## src/rtl/hs_bus_amba_axi_burst_addr_gen.sv

```systemverilog
// AXI burst type encodings and bus-width helpers shared by AXI subordinate logic.
package hs_bus_amba_axi_typedefs_pkg;

  typedef enum logic [1:0] {
    AxBURST_FIXED    = 2'b00,
    AxBURST_INCR     = 2'b01,
    AxBURST_WRAP     = 2'b10,
    AxBURST_RESERVED = 2'b11
  } axburst_e;

  // AxSIZE encoding (log2 bytes per beat) of a full-width beat on a bus of data_width bits.
  function automatic logic [2:0] get_axsize(input int unsigned data_width);
    logic [2:0] s;
    s = 3'd0;
    for (int unsigned i = 0; i < 8; i++) begin
      if ((32'd8 << i) == data_width) s = 3'(i);
    end
    return s;
  endfunction

endpackage

// hs_bus_amba_axi_burst_addr_gen
// Expands one AXI AW/AR command into per-beat byte addresses with beat index,
// last flag and a burst-wide legality flag.
// Ports:
//   clk, rst            clock, asynchronous active-high reset
//   cmd_valid_i/ready_o command handshake; cmd_addr_i/len_i/size_i/burst_i = AxADDR/AxLEN/AxSIZE/AxBURST
//   beat_valid_o/ready_i beat handshake
//   beat_addr_o         byte address of the current beat
//   beat_idx_o          beat number 0..len
//   beat_last_o         final beat of the burst
//   beat_err_o          burst flagged illegal (addresses then held as FIXED)
//   busy_o              burst in progress
module hs_bus_amba_axi_burst_addr_gen
  import hs_bus_amba_axi_typedefs_pkg::*;
#(
  parameter int unsigned ADDR_WIDTH = 32,
  parameter int unsigned DATA_WIDTH = 64
) (
  input  logic                  clk,
  input  logic                  rst,
  input  logic                  cmd_valid_i,
  output logic                  cmd_ready_o,
  input  logic [ADDR_WIDTH-1:0] cmd_addr_i,
  input  logic [7:0]            cmd_len_i,
  input  logic [2:0]            cmd_size_i,
  input  axburst_e              cmd_burst_i,
  output logic                  beat_valid_o,
  input  logic                  beat_ready_i,
  output logic [ADDR_WIDTH-1:0] beat_addr_o,
  output logic [7:0]            beat_idx_o,
  output logic                  beat_last_o,
  output logic                  beat_err_o,
  output logic                  busy_o
);

  localparam logic [2:0] MAX_SIZE = get_axsize(DATA_WIDTH);

  typedef enum logic {IDLE, RUN} state_e;

  state_e                state;
  logic [7:0]            len_q;
  logic [2:0]            size_q;
  axburst_e              burst_q;
  logic [ADDR_WIDTH-1:0] wrap_lo_q;
  logic [ADDR_WIDTH-1:0] wrap_hi_q;

  logic [ADDR_WIDTH-1:0] size_mask;
  logic [16:0]           wrap_bytes_full;
  logic [ADDR_WIDTH-1:0] wrap_bytes;
  logic [ADDR_WIDTH-1:0] wrap_lo;
  logic [11:0]           aligned_lo;
  logic [16:0]           cross_sum;
  logic                  len_ok;
  logic                  cmd_err;
  logic                  beat_hs;
  logic                  accept;
  logic [ADDR_WIDTH-1:0] step;
  logic [ADDR_WIDTH-1:0] wrap_nxt;
  logic [ADDR_WIDTH-1:0] next_addr;

  // Command decode: wrap window and legality, evaluated on the live command inputs.
  // (len+1)<<size peaks at 256*128 = 32768, so 17 bits hold both it and the 4 KB sum.
  always_comb begin
    size_mask       = (ADDR_WIDTH'(1) << cmd_size_i) - ADDR_WIDTH'(1);
    wrap_bytes_full = 17'({1'b0, cmd_len_i} + 9'd1) << cmd_size_i;
    wrap_bytes      = ADDR_WIDTH'(wrap_bytes_full);
    wrap_lo         = cmd_addr_i & ~(wrap_bytes - ADDR_WIDTH'(1));
    aligned_lo      = cmd_addr_i[11:0] & ~size_mask[11:0];
    cross_sum       = 17'(aligned_lo) + wrap_bytes_full;
    len_ok          = (cmd_len_i == 8'd1) || (cmd_len_i == 8'd3) ||
                      (cmd_len_i == 8'd7) || (cmd_len_i == 8'd15);
    cmd_err         = (cmd_size_i > MAX_SIZE) ||
                      (cmd_burst_i == AxBURST_RESERVED) ||
                      ((cmd_burst_i == AxBURST_WRAP) &&
                       (!len_ok || ((cmd_addr_i & size_mask) != '0))) ||
                      ((cmd_burst_i == AxBURST_INCR) && (cross_sum > 17'd4096));
  end

  // Next beat address from the latched burst parameters.
  always_comb begin
    step      = ADDR_WIDTH'(1) << size_q;
    wrap_nxt  = beat_addr_o + step;
    next_addr = beat_addr_o;
    case (burst_q)
      AxBURST_INCR: next_addr = (beat_addr_o & ~(step - ADDR_WIDTH'(1))) + step;
      AxBURST_WRAP: next_addr = (wrap_nxt == wrap_hi_q) ? wrap_lo_q : wrap_nxt;
      default:      next_addr = beat_addr_o;
    endcase
  end

  // A new command can load while the previous burst retires its last beat.
  always_comb begin
    beat_hs     = beat_valid_o & beat_ready_i;
    cmd_ready_o = (state == IDLE) | (beat_hs & beat_last_o);
    accept      = cmd_valid_i & cmd_ready_o;
  end

  // Burst FSM; illegal bursts are stored as FIXED so they still emit len+1 beats.
  always_ff @(posedge clk or posedge rst) begin
    if (rst) begin
      state        <= IDLE;
      beat_valid_o <= 1'b0;
      busy_o       <= 1'b0;
      beat_addr_o  <= '0;
      beat_idx_o   <= 8'd0;
      beat_last_o  <= 1'b0;
      beat_err_o   <= 1'b0;
      len_q        <= 8'd0;
      size_q       <= 3'd0;
      burst_q      <= AxBURST_FIXED;
      wrap_lo_q    <= '0;
      wrap_hi_q    <= '0;
    end else if (accept) begin
      state        <= RUN;
      beat_valid_o <= 1'b1;
      busy_o       <= 1'b1;
      beat_addr_o  <= cmd_addr_i;
      beat_idx_o   <= 8'd0;
      beat_last_o  <= (cmd_len_i == 8'd0);
      beat_err_o   <= cmd_err;
      len_q        <= cmd_len_i;
      size_q       <= cmd_size_i;
      burst_q      <= cmd_err ? AxBURST_FIXED : cmd_burst_i;
      wrap_lo_q    <= wrap_lo;
      wrap_hi_q    <= wrap_lo + wrap_bytes;
    end else if (beat_hs) begin
      if (beat_last_o) begin
        state        <= IDLE;
        beat_valid_o <= 1'b0;
        busy_o       <= 1'b0;
      end else begin
        beat_addr_o <= next_addr;
        beat_idx_o  <= beat_idx_o + 8'd1;
        beat_last_o <= ((beat_idx_o + 8'd1) == len_q);
      end
    end
  end

endmodule
```

## config.mk

```make
export PLATFORM = sky130hd
export DESIGN_NAME = hs_bus_amba_axi_burst_addr_gen
export DESIGN_NICKNAME = d
export VERILOG_FILES = /design/src/rtl/hs_bus_amba_axi_burst_addr_gen.sv
export SDC_FILE = /design/constraint.sdc
export NUM_CORES = 1
export LEC_CHECK = 0
export CAP_MARGIN = 30
export CORE_ASPECT_RATIO = 1.5
export CORE_MARGIN = 3
export CORE_UTILIZATION = 30
export DETAILED_ROUTE_END_ITERATION = 12
export SLEW_MARGIN = 20
export SYNTH_ARGS = -nofsm -noshare
export SYNTH_HDL_FRONTEND = slang
export SYNTH_SLANG_ARGS = --single-unit
```

## constraint.sdc

```tcl
create_clock -name clk -period 12.75 [get_ports clk]
set_input_delay 2.55 -clock clk [delete_from_list [all_inputs] [get_ports clk]]
set_output_delay 2.55 -clock clk [all_outputs]
set_load 0.1 [all_outputs]
```

==> results of run 1 <==
state kept, by name, summed over array words and instances (netlist names):
name,flops
wrap_lo_q,32
beat_err_o,1
wrap_hi_q,32
state,1
beat_addr_o,32
beat_last_o,1
burst_q,2
len_q,8
size_q,3
beat_idx_o,8
power by group through the flow:
stage / Clock, mW / Sequential [mW] / Combinational (mW)
finish: 0.543 / 0.784 / 1.68
global route: 0.562 / 0.809 / 1.79
CTS: 0.548 / 0.779 / 1.67
detailed placement: 0 / 0.784 / 1.66
global placement: 0 / 0.779 / 1.62
floorplan: 0 / 1.07 / 0.903
cell usage in the layout (no fill, tap or decap), types with 11 or more instances in the layout:
master and n:
nor2_1 91, o21ai_1 20, nor4_1 11, nand3_1 52
nand2_1 194, and3_1 22, or3_1 13, a31oi_1 16
nand4_1 28, a21o_1 13, a222oi_1 18, nor2b_1 14
buf_4 17, a21oi_1 64, nor3_1 31, dfrtp_1 120
xnor2_1 85, nand2b_1 14, o21ai_0 125, inv_1 62
o31ai_1 13, a22o_1 13, clkbuf_16 17, mux2i_1 37
xor2_1 45, a211oi_1 11, ha_1 35, and2_1 19
o211ai_1 15, clkdlybuf4s50_1 93
synth_stat cells, types with 15 or more instances:
master | n | area, µm²
and2_1 | 20 | 125
xnor2_1 | 85 | 744
inv_1 | 63 | 236
o211ai_1 | 15 | 113
ha_1 | 35 | 438
nor3_1 | 32 | 160
nand2_1 | 195 | 732
dfrtp_1 | 120 | 3000
mux2i_1 | 37 | 370
o21ai_0 | 125 | 626
a222oi_1 | 18 | 180
buf_2 | 20 | 100
a21oi_1 | 64 | 320
nand4_1 | 28 | 175
nand3_1 | 52 | 260
clkbuf_1 | 52 | 195
xor2_1 | 45 | 394
o21ai_1 | 20 | 100
nor2_1 | 93 | 349
a31oi_1 | 16 | 100
and3_1 | 22 | 138
worst min-delay path, stage by stage, from the launching register on:
cell and delay (ns):
dfrtp_1 0.34, nand2_1 0.05, nand2_1 0.05
final cells by class:
| type | count | area share [%] |
|---|---|---|
| multi-input cells | 1185 | 57.9 |
| flip-flops and latches | 120 | 22.3 |
| repair buffers | 114 | 8.56 |
| well taps | 489 | 4.54 |
| clock buffers | 22 | 3.60 |
| inverters | 67 | 1.89 |
| clock inverters | 10 | 1.23 |
worst min path at each step:
| stage | from | end | slack (ns) | cells after the start |
|---|---|---|---|---|
| 3_5_place_dp | wrap_lo_q[21] | wrap_lo_q[21] | 0.46 | 2 |
| 4_1_cts | wrap_lo_q[21] | wrap_lo_q[21] | 0.48 | 2 |
| 5_1_grt | wrap_lo_q[24] | wrap_lo_q[24] | 0.51 | 1 |
| 6_report | wrap_lo_q[21] | wrap_lo_q[21] | 0.47 | 2 |
| 2_1_floorplan | wrap_lo_q[21] | wrap_lo_q[21] | 0.44 | 2 |
| 3_3_place_gp | wrap_lo_q[28] | wrap_lo_q[28] | 0.46 | 1 |
through the flow:
stage               utilization, %  instances  hold WS [ns]
floorplan                        -       1460         0.443
global placement              33.8       1971         0.459
detailed placement            33.9       1974         0.465
CTS                           35.7       2006         0.479
global route                  35.7       2007         0.509
finish                        35.7       2007         0.470
routing by layer:
metal	GRT usage [%]	wire length, µm
met1	23.7	16200
met2	37.5	22000
met3	3.11	2530
met4	12.6	2660
met5	0	0
cell families after synthesis:
logic type / Yosys count / share of synthesized area (%)
XOR/XNOR: 136 / 11.1
adder cells (fa/ha/maj): 38 / 4.27
buffers and inverters: 155 / 5.75
flip-flops: 120 / 26.3
AND/OR/NAND/NOR: 547 / 23.7
AO/OA/AOI/OAI: 418 / 24.7
multiplexers: 46 / 4.16
==> results.py, run 1 <==
metrics = {
    "worst_setup_path": {
        "critPathRequiredTime_ns": 13.08,
        "crit_slowest_cell": "clkdlybuf4s50_1",
        "crit_path_end_kind": "flip-flop",
        "endpoint": "wrap_hi_q[21]",
        "cp-start-kind": "input pin",
        "rr_endpoint": "beat_addr_o[14]",
        "slowest_delay_ns": 0.76,
        "r2r-start": "size_q[2]",
        "r2r_slack_ns": 7.08,
        "path_cells": "clkdlybuf4s50_1 -> inv_1 -> ha_1 -> nor2b_1 -> o21ai_1 -> ha_1 -> o211ai_2 -> a2111oi_4 -> nand3_2 -> nor2_1 -> nand3_1 -> xor2_1 -> and2_1 -> ha_1 -> nor2_1 -> nor3b_1 -> o21ai_0 -> a21oi_1 -> nor3_1 -> o22ai_1 -> a21oi_1 -> nand3b_1",
        "cpLargestDelayFamily": "compound AO/OA/AOI/OAI gates",
        "cp.arrival_ns": 8.77,
        "cp_num_cells": 22,
        "cp_num_buf_inv": 2,
        "cpMostUsedCell": "ha_1",
        "rr_worst_depth": 20,
        "cp_max_fo": 13,
        "critPathKind": "in2reg",
        "crit_start": "cmd_len_i[0]",
    },
    "floorplanning": {
        "coreArea_um2": 37700,
        "rows": 87,
        "io_pins": 94,
        "start_util_pct": 30.4,
        "dieWidth_um": 165,
        "die_area_um2": 40500,
        "die_h_um": 245,
    },
    "layout": {
        "drive_above_1_share_pct": 7.58,
        "n_antenna_cell": 0,
        "fin_area_um2": 13500,
        "nets": 1591,
        "n_fill_cell": 3986,
        "multiInputGateArea_um2": 7790,
        "syn2layout_area_growth_pct": 17.7,
        "seq_area_um2": 3000,
    },
    "pwr": {
        "p_sw_mw": 1.53,
        "power_mw": 3.00,
        "power_density_nw_per_um2": 223,
        "power_frac_clock_pct": 18.1,
        "p_sw_share_pct": 50.8,
        "leakage_nw": 5.36,
        "p_int_mw": 1.48,
        "combinationalPowerShare_pct": 55.8,
        "seqPwrFrac_pct": 26.1,
        "peakVddDrop_uv": 150,
    },
    "clock_tree": {
        "clk_path_buf_depth": 2,
        "cts_sinks": 120,
        "cts_buffers": 17,
        "holdBufCountCts": 0,
        "htreeDepth": 4,
        "cts_setup_buffers": 0,
        "path_clk_slew_ns": 0.06,
        "ctsRootBufferMaster": "clkbuf_16",
        "post_cts_resized": 0,
        "insertion_delay_ns": 0.46,
        "cts_tree": "done",
    },
    "status": {
        "status": "finished, final reports clean",
    },
    "run": {
        "drv_cap": 0,
    },
    "global_routing": {
        "grt_max_degree": 67,
        "grt_overflow": 0,
        "grt_pass1_vias": 11300,
        "grt_usage_pct": 21.2,
        "grt_pass1_wl_um": 66300,
        "grt_antenna_before_repair": 0,
    },
    "yosys": {
        "synth_cells": 1460,
        "yosys_warnings": 0,
        "ys_async_sr_fraction_pct": 100,
        "synth_edf_count": 0,
        "synth_ff_type": "dfrtp_1",
        "syn_avg_cell_area_um2": 7.83,
        "synth_area_um2": 11400,
        "ys_ff_latch": 120,
        "synth_cell_types": 99,
        "ys_seq_area_share_pct": 26.3,
        "syn_nets": 1546,
    },
    "min_path": {
        "hold_class": "reg2reg",
    },
    "timing": {
        "worst_pin_slew_ns": 1.03,
        "slew_headroom_pct": 31.3,
        "period_share_pct": 66.2,
        "rsz0062_at_grt": "no",
        "fin_skew_ns": 0.0158,
        "fmax_mhz": 118,
        "min_period_ns": 8.45,
        "slew_violations": 0,
        "hold_viol_final": 0,
        "setup_ws_ns": 4.30,
        "setup_viol": 0,
        "setup_total_negative_slack_ns": 0,
    },
    "detailed_routing": {
        "post_drt_via_cell_ratio": 5.82,
        "wire_per_inst_um": 21.6,
        "drc": 0,
        "ant_nets": 0,
        "num_vias": 11700,
        "drtIter0Drc": 1129,
        "drt-total-wl_um": 43400,
        "drtPass1Iterations": 6,
    },
    "place": {
        "gp_congestion": 0.997,
        "dpl.hpwl_um": 32600,
        "placed_area_um2": 12800,
        "pre_cts_slack_ns": 3.94,
        "portBuffers": 93,
    },
}
(Power assumes the default switching activity.)
==> inputs of run 2 (changes only) <==
- clock period: 12.75 -> 8.4 ns (I/O delays scaled with it)
==> run 2 against run 1 <==
  * Combinational power rose by 49%
  * First-iteration DRC count is 20% higher
  * Global-route usage increased by 0.25 points
  * Setup slack worse by 3.1 ns
  * Power is 50% higher
  * Sequential share of layout area hardly changed
  * Clock skew decreased by 0.0035 ns
  * Critical path type unchanged
  * Critical endpoint is now wrap_hi_q[19]
  * Largest power group unchanged
==> results.py, run 2 (synthesis results as in run 1) <==
metrics = {
    "worst_setup_path": {
        "slowest_delay_ns": 0.75,
        "cpMostUsedCell": "ha_1",
        "path_cells": "clkdlybuf4s50_1 -> inv_1 -> ha_1 -> nor2b_1 -> o21ai_1 -> ha_1 -> o211ai_2 -> a2111oi_4 -> nand3_2 -> nor2_1 -> nand3_1 -> xor2_1 -> and2_1 -> ha_1 -> nor2_1 -> nor3b_1 -> o21ai_0 -> a21oi_1 -> nor3_1 -> o22ai_1 -> mux2i_1 -> nand2_1",
        "crit_start": "cmd_len_i[0]",
        "cp.arrival_ns": 7.53,
        "r2r_slack_ns": 2.77,
        "cp_max_fo": 13,
        "crit_slowest_cell": "clkdlybuf4s50_1",
        "crit_path_end_kind": "flip-flop",
        "critPathRequiredTime_ns": 8.73,
        "critPathKind": "in2reg",
        "r2r-start": "size_q[2]",
        "cp-start-kind": "input pin",
    },
    "clock_tree": {
        "insertion_delay_ns": 0.44,
        "ctsRootBufferMaster": "clkbuf_16",
        "cts_sinks": 120,
        "cts_buffers": 17,
        "path_clk_slew_ns": 0.06,
        "clk_path_buf_depth": 2,
        "cts_tree": "done",
        "htreeDepth": 4,
        "cts_setup_buffers": 0,
        "post_cts_resized": 0,
        "holdBufCountCts": 0,
    },
    "floorplanning": {
        "io_pins": 94,
        "rows": 87,
        "die_area_um2": 40500,
        "coreArea_um2": 37700,
        "die_h_um": 245,
        "start_util_pct": 30.4,
        "dieWidth_um": 165,
    },
    "global_routing": {
        "grt_antenna_before_repair": 0,
        "grt_pass1_wl_um": 67300,
        "grt_pass1_vias": 11700,
        "grt_max_degree": 76,
        "grt_usage_pct": 21.5,
        "grt_overflow": 0,
    },
    "timing": {
        "slew_headroom_pct": 31.5,
        "hold_viol_final": 0,
        "slew_violations": 0,
        "rsz0062_at_grt": "no",
        "min_period_ns": 7.20,
        "fmax_mhz": 139,
        "setup_total_negative_slack_ns": 0,
        "setup_viol": 0,
        "fin_skew_ns": 0.0123,
        "setup_ws_ns": 1.20,
        "worst_pin_slew_ns": 1.02,
        "period_share_pct": 85.7,
        "timing.hold.ws_ns": 0.478,
    },
    "status": {
        "status": "finished, final reports clean",
    },
    "detailed_routing": {
        "drc": 0,
        "drt-total-wl_um": 43800,
        "wire_per_inst_um": 21.8,
        "drtPass1Iterations": 6,
        "num_vias": 11700,
        "drtIter0Drc": 1356,
        "post_drt_via_cell_ratio": 5.83,
        "ant_nets": 0,
    },
    "pwr": {
        "peakVddDrop_uv": 227,
        "leakage_nw": 5.36,
        "p_int_mw": 2.21,
        "power_density_nw_per_um2": 335,
        "p_sw_share_pct": 50.9,
        "power_frac_clock_pct": 17.6,
        "p_sw_mw": 2.29,
        "combinationalPowerShare_pct": 55.8,
        "seqPwrFrac_pct": 26.6,
    },
    "layout": {
        "syn2layout_area_growth_pct": 17.6,
        "drive_above_1_share_pct": 7.70,
        "nets": 1594,
        "fin_area_um2": 13400,
        "final_cell_mix": "194 x nand2_1, 125 x o21ai_0, 120 x dfrtp_1",
        "top_regs": "beat_addr_o x32, wrap_hi_q x32, wrap_lo_q x32",
        "final_common_cell": "nand2_1",
    },
    "place": {
        "portBuffers": 93,
        "gp_congestion": 0.971,
        "dpl.hpwl_um": 33300,
        "placed_area_um2": 12800,
        "pre_cts_slack_ns": 0.772,
    },
    "min_path": {
        "hold_class": "reg2reg",
        "worstHoldStart": "wrap_lo_q[4]",
    },
    "run": {
        "drv_cap": 0,
    },
}
==> run 2: cell count changes in the layout (fill, tap and decap cells not counted), sizes merged <==
cell / previous run / this run
buf: 21 / 24
clkbuf: 22 / 19
clkinv: 2 / 5
diode: 0 / 1
inv: 68 / 67
==> run 2: per-layer routing <==
metal	GRT usage, %	share of wire (%)	wire, µm
met5	0	0	0
met4	14.3	7.3	3190
met3	3.93	5.7	2500
met2	36.8	49	21700
met1	23.9	38	16500
==> run 2: power by group through the flow <==
stage / Combinational (mW) / Sequential, mW / Clock (mW)
after CTS: 2.50 / 1.19 / 0.804
after floorplan: 1.37 / 1.63 / 0
after global placement: 2.45 / 1.19 / 0
after detailed placement: 2.49 / 1.19 / 0
final: 2.51 / 1.20 / 0.794
after global routing: 2.70 / 1.23 / 0.826
==> run 2: critical path, delay by kind of cell <==
kind / cells / cell delay [ns]
AOI/OAI and AO/OA: 6 / 1.83
xor gates and xnor gates: 1 / 0.16
adders and majority gates: 3 / 1.05
buffers and inverters: 2 / 0.92
muxes: 1 / 0.23
and+or+nand+nor: 9 / 1.65
==> run 2: final cells by class <==
cell class                      count  area (µm²)
Sequential cell                   120        3000
Clock inverter                     12         175
Inverter                           67         254
Tap cell                          489         612
Antenna cell                        1        2.50
Clock buffer                       19         453
Timing Repair Buffer              117        1150
Multi-Input combinational cell   1185        7790
Fill cell                        3953       24200
==> run 2: per-stage QoR <==
stage	instances	utilization, %	total power, mW
floorplan	1460	-	3.00
global placement	1974	33.8	3.63
detailed placement	1977	33.9	3.68
CTS	2008	35.6	4.49
global route	2009	35.7	4.76
finish	2010	35.7	4.50
==> run 2: worst paths after layout <==
check	to	cells after the start
max	wrap_hi_q[19]	22
min	wrap_lo_q[4]	2
max reg2reg	beat_addr_o[25]	18
min reg2reg	wrap_lo_q[4]	2
max in group asynchronous	wrap_hi_q[18]	3
min in group asynchronous	state	2
==> inputs of run 3 (changes only) <==
- CORE_UTILIZATION: 30 -> 60
- PLACE_DENSITY: default -> 0.82
==> run 3 against run 2 <==
  * Register-to-register slack lost 0.80 ns
  * Maximum frequency up 0.30%
  * First-iteration DRC count grew 23%
==> results.py, run 3 (synthesis results as in run 1) <==
metrics = {
    "global_routing": {
        "use_met3_pct": 6.83,
        "grt_max_degree": 72,
        "grt_pass1_wl_um": 67100,
        "use_met1_pct": 44.3,
        "grt_busiest_layer": "met2",
        "grt_pass1_vias": 11800,
        "grt_antenna_before_repair": 0,
        "grt_use_met2_pct": 71.6,
        "grt_usage_pct": 41.8,
        "grt_overflow": 0,
    },
    "clock_tree": {
        "htreeDepth": 4,
        "cts_tree": "done",
        "insertion_delay_ns": 0.43,
        "clk_path_buf_depth": 2,
        "cts_sinks": 120,
        "cts_buffers": 17,
        "cts_setup_buffers": 0,
        "post_cts_resized": 0,
        "ctsRootBufferMaster": "clkbuf_16",
        "holdBufCountCts": 0,
        "path_clk_slew_ns": 0.06,
    },
    "worst_setup_path": {
        "cp.arrival_ns": 7.48,
        "cp-start-kind": "input pin",
        "rr_worst_depth": 20,
        "cpLargestDelayFamily": "compound AO/OA/AOI/OAI gates",
        "cp_num_cells": 24,
        "critPathRequiredTime_ns": 8.70,
        "path_cells": "clkdlybuf4s50_1 -> buf_4 -> inv_1 -> ha_1 -> nor2b_1 -> o21ai_1 -> buf_4 -> ha_1 -> o211ai_2 -> a2111oi_4 -> nand3_2 -> nor2_1 -> nand3_1 -> xor2_1 -> and2_1 -> ha_1 -> nor2_1 -> nor3b_1 -> o21ai_0 -> a21oi_1 -> o31a_1 -> o21ai_1 -> xnor2_1 -> a22o_1",
        "crit_start": "cmd_len_i[0]",
        "r2r-start": "size_q[0]",
        "crit_path_end_kind": "flip-flop",
        "slowest_delay_ns": 0.54,
        "cpMostUsedCell": "ha_1",
        "crit_slowest_cell": "a2111oi_4",
        "critPathKind": "in2reg",
        "cp_num_buf_inv": 4,
        "cp_max_fo": 13,
    },
    "pwr": {
        "peakVddDrop_uv": 169,
        "power_density_nw_per_um2": 345,
        "power_mw": 4.52,
        "leakage_nw": 5.34,
    },
    "timing": {
        "setup_total_negative_slack_ns": 0,
        "period_share_pct": 85.4,
        "fin_skew_ns": 0.0161,
        "hold_viol_final": 0,
        "slew_headroom_pct": 30.0,
        "worst_pin_slew_ns": 1.05,
        "setup_viol": 0,
        "slew_violations": 0,
        "fmax_mhz": 139,
        "rsz0062_at_grt": "no",
        "min_period_ns": 7.18,
    },
    "detailed_routing": {
        "drtIter0Drc": 1670,
        "drc": 0,
        "num_vias": 12200,
        "drt-total-wl_um": 44300,
        "post_drt_via_cell_ratio": 6.87,
        "ant_nets": 0,
        "drtPass1Iterations": 9,
        "wire_per_inst_um": 25.0,
    },
    "layout": {
        "syn2layout_area_growth_pct": 14.6,
        "n_antenna_cell": 0,
        "n_fill_cell": 1534,
        "final_common_cell": "nand2_1",
        "seq_area_um2": 3000,
        "nets": 1596,
        "top_regs": "beat_addr_o x32, wrap_hi_q x32, wrap_lo_q x32",
        "drive_above_1_share_pct": 7.75,
        "multiInputGateArea_um2": 7780,
        "final_cell_mix": "194 x nand2_1, 125 x o21ai_0, 120 x dfrtp_1",
    },
    "place": {
        "dpl.hpwl_um": 32800,
        "gp_congestion": 1.05,
        "portBuffers": 93,
    },
    "floorplanning": {
        "die_area_um2": 20800,
        "die_h_um": 175,
        "dieWidth_um": 119,
        "io_pins": 94,
        "coreArea_um2": 18600,
        "rows": 61,
        "start_util_pct": 61.4,
    },
    "min_path": {
        "holdPathStages": 1,
        "hold_class": "reg2reg",
        "worstHoldStart": "wrap_lo_q[19]",
    },
    "status": {
        "status": "finished, final reports clean",
    },
    "run": {
        "drv_cap": 0,
    },
}
[run 3: area by class of cell]
| class | instances | area share, % |
|---|---|---|
| multi-input cells | 1185 | 59.4 |
| flip-flops and latches | 120 | 22.9 |
| well taps | 252 | 2.41 |
| repair buffers | 119 | 8.94 |
| clock buffers | 18 | 3.27 |
| clock inverters | 14 | 1.14 |
| inverters | 67 | 1.94 |
[run 3: final timing paths]
| check | slack [ns] | endpoint |
|---|---|---|
| setup / recovery | 1.22 | wrap_hi_q[25] |
| hold / removal | 0.48 | wrap_lo_q[19] |
| setup reg to reg | 1.97 | beat_addr_o[14] |
| hold reg to reg | 0.48 | wrap_lo_q[19] |
| max in group asynchronous | 5.65 | beat_addr_o[7] |
| min in group asynchronous | 1.70 | wrap_lo_q[29] |
[run 3: per-stage QoR]
| step | worst slack [ns] | std cells | hold WS (ns) | util [%] | instance area, µm² |
|---|---|---|---|---|---|
| finish | 1.22 | 1775 | 0.483 | 70.4 | 13100 |
| global route | 0.796 | 1775 | 0.500 | 70.4 | 13100 |
| CTS | 1.33 | 1774 | 0.486 | 70.2 | 13100 |
| detailed placement | 0.978 | 1742 | 0.466 | 67.1 | 12500 |
| global placement | 1.22 | 1738 | 0.459 | 66.8 | 12400 |
| floorplan | 1.94 | 1460 | 0.443 | - | 11400 |
[run 3: per-layer routing]
metal	vias to the layer above	share of wire [%]
met1	5650	33
met3	293	8.4
met2	850	49
li1	5410	-
met5	-	0
met4	0	10
[run 3: power by group]
part	internal, mW	total [mW]	switching (mW)
Sequential	0.831	1.19	0.362
Clock	0.438	0.734	0.296
Combinational	0.872	2.60	1.72
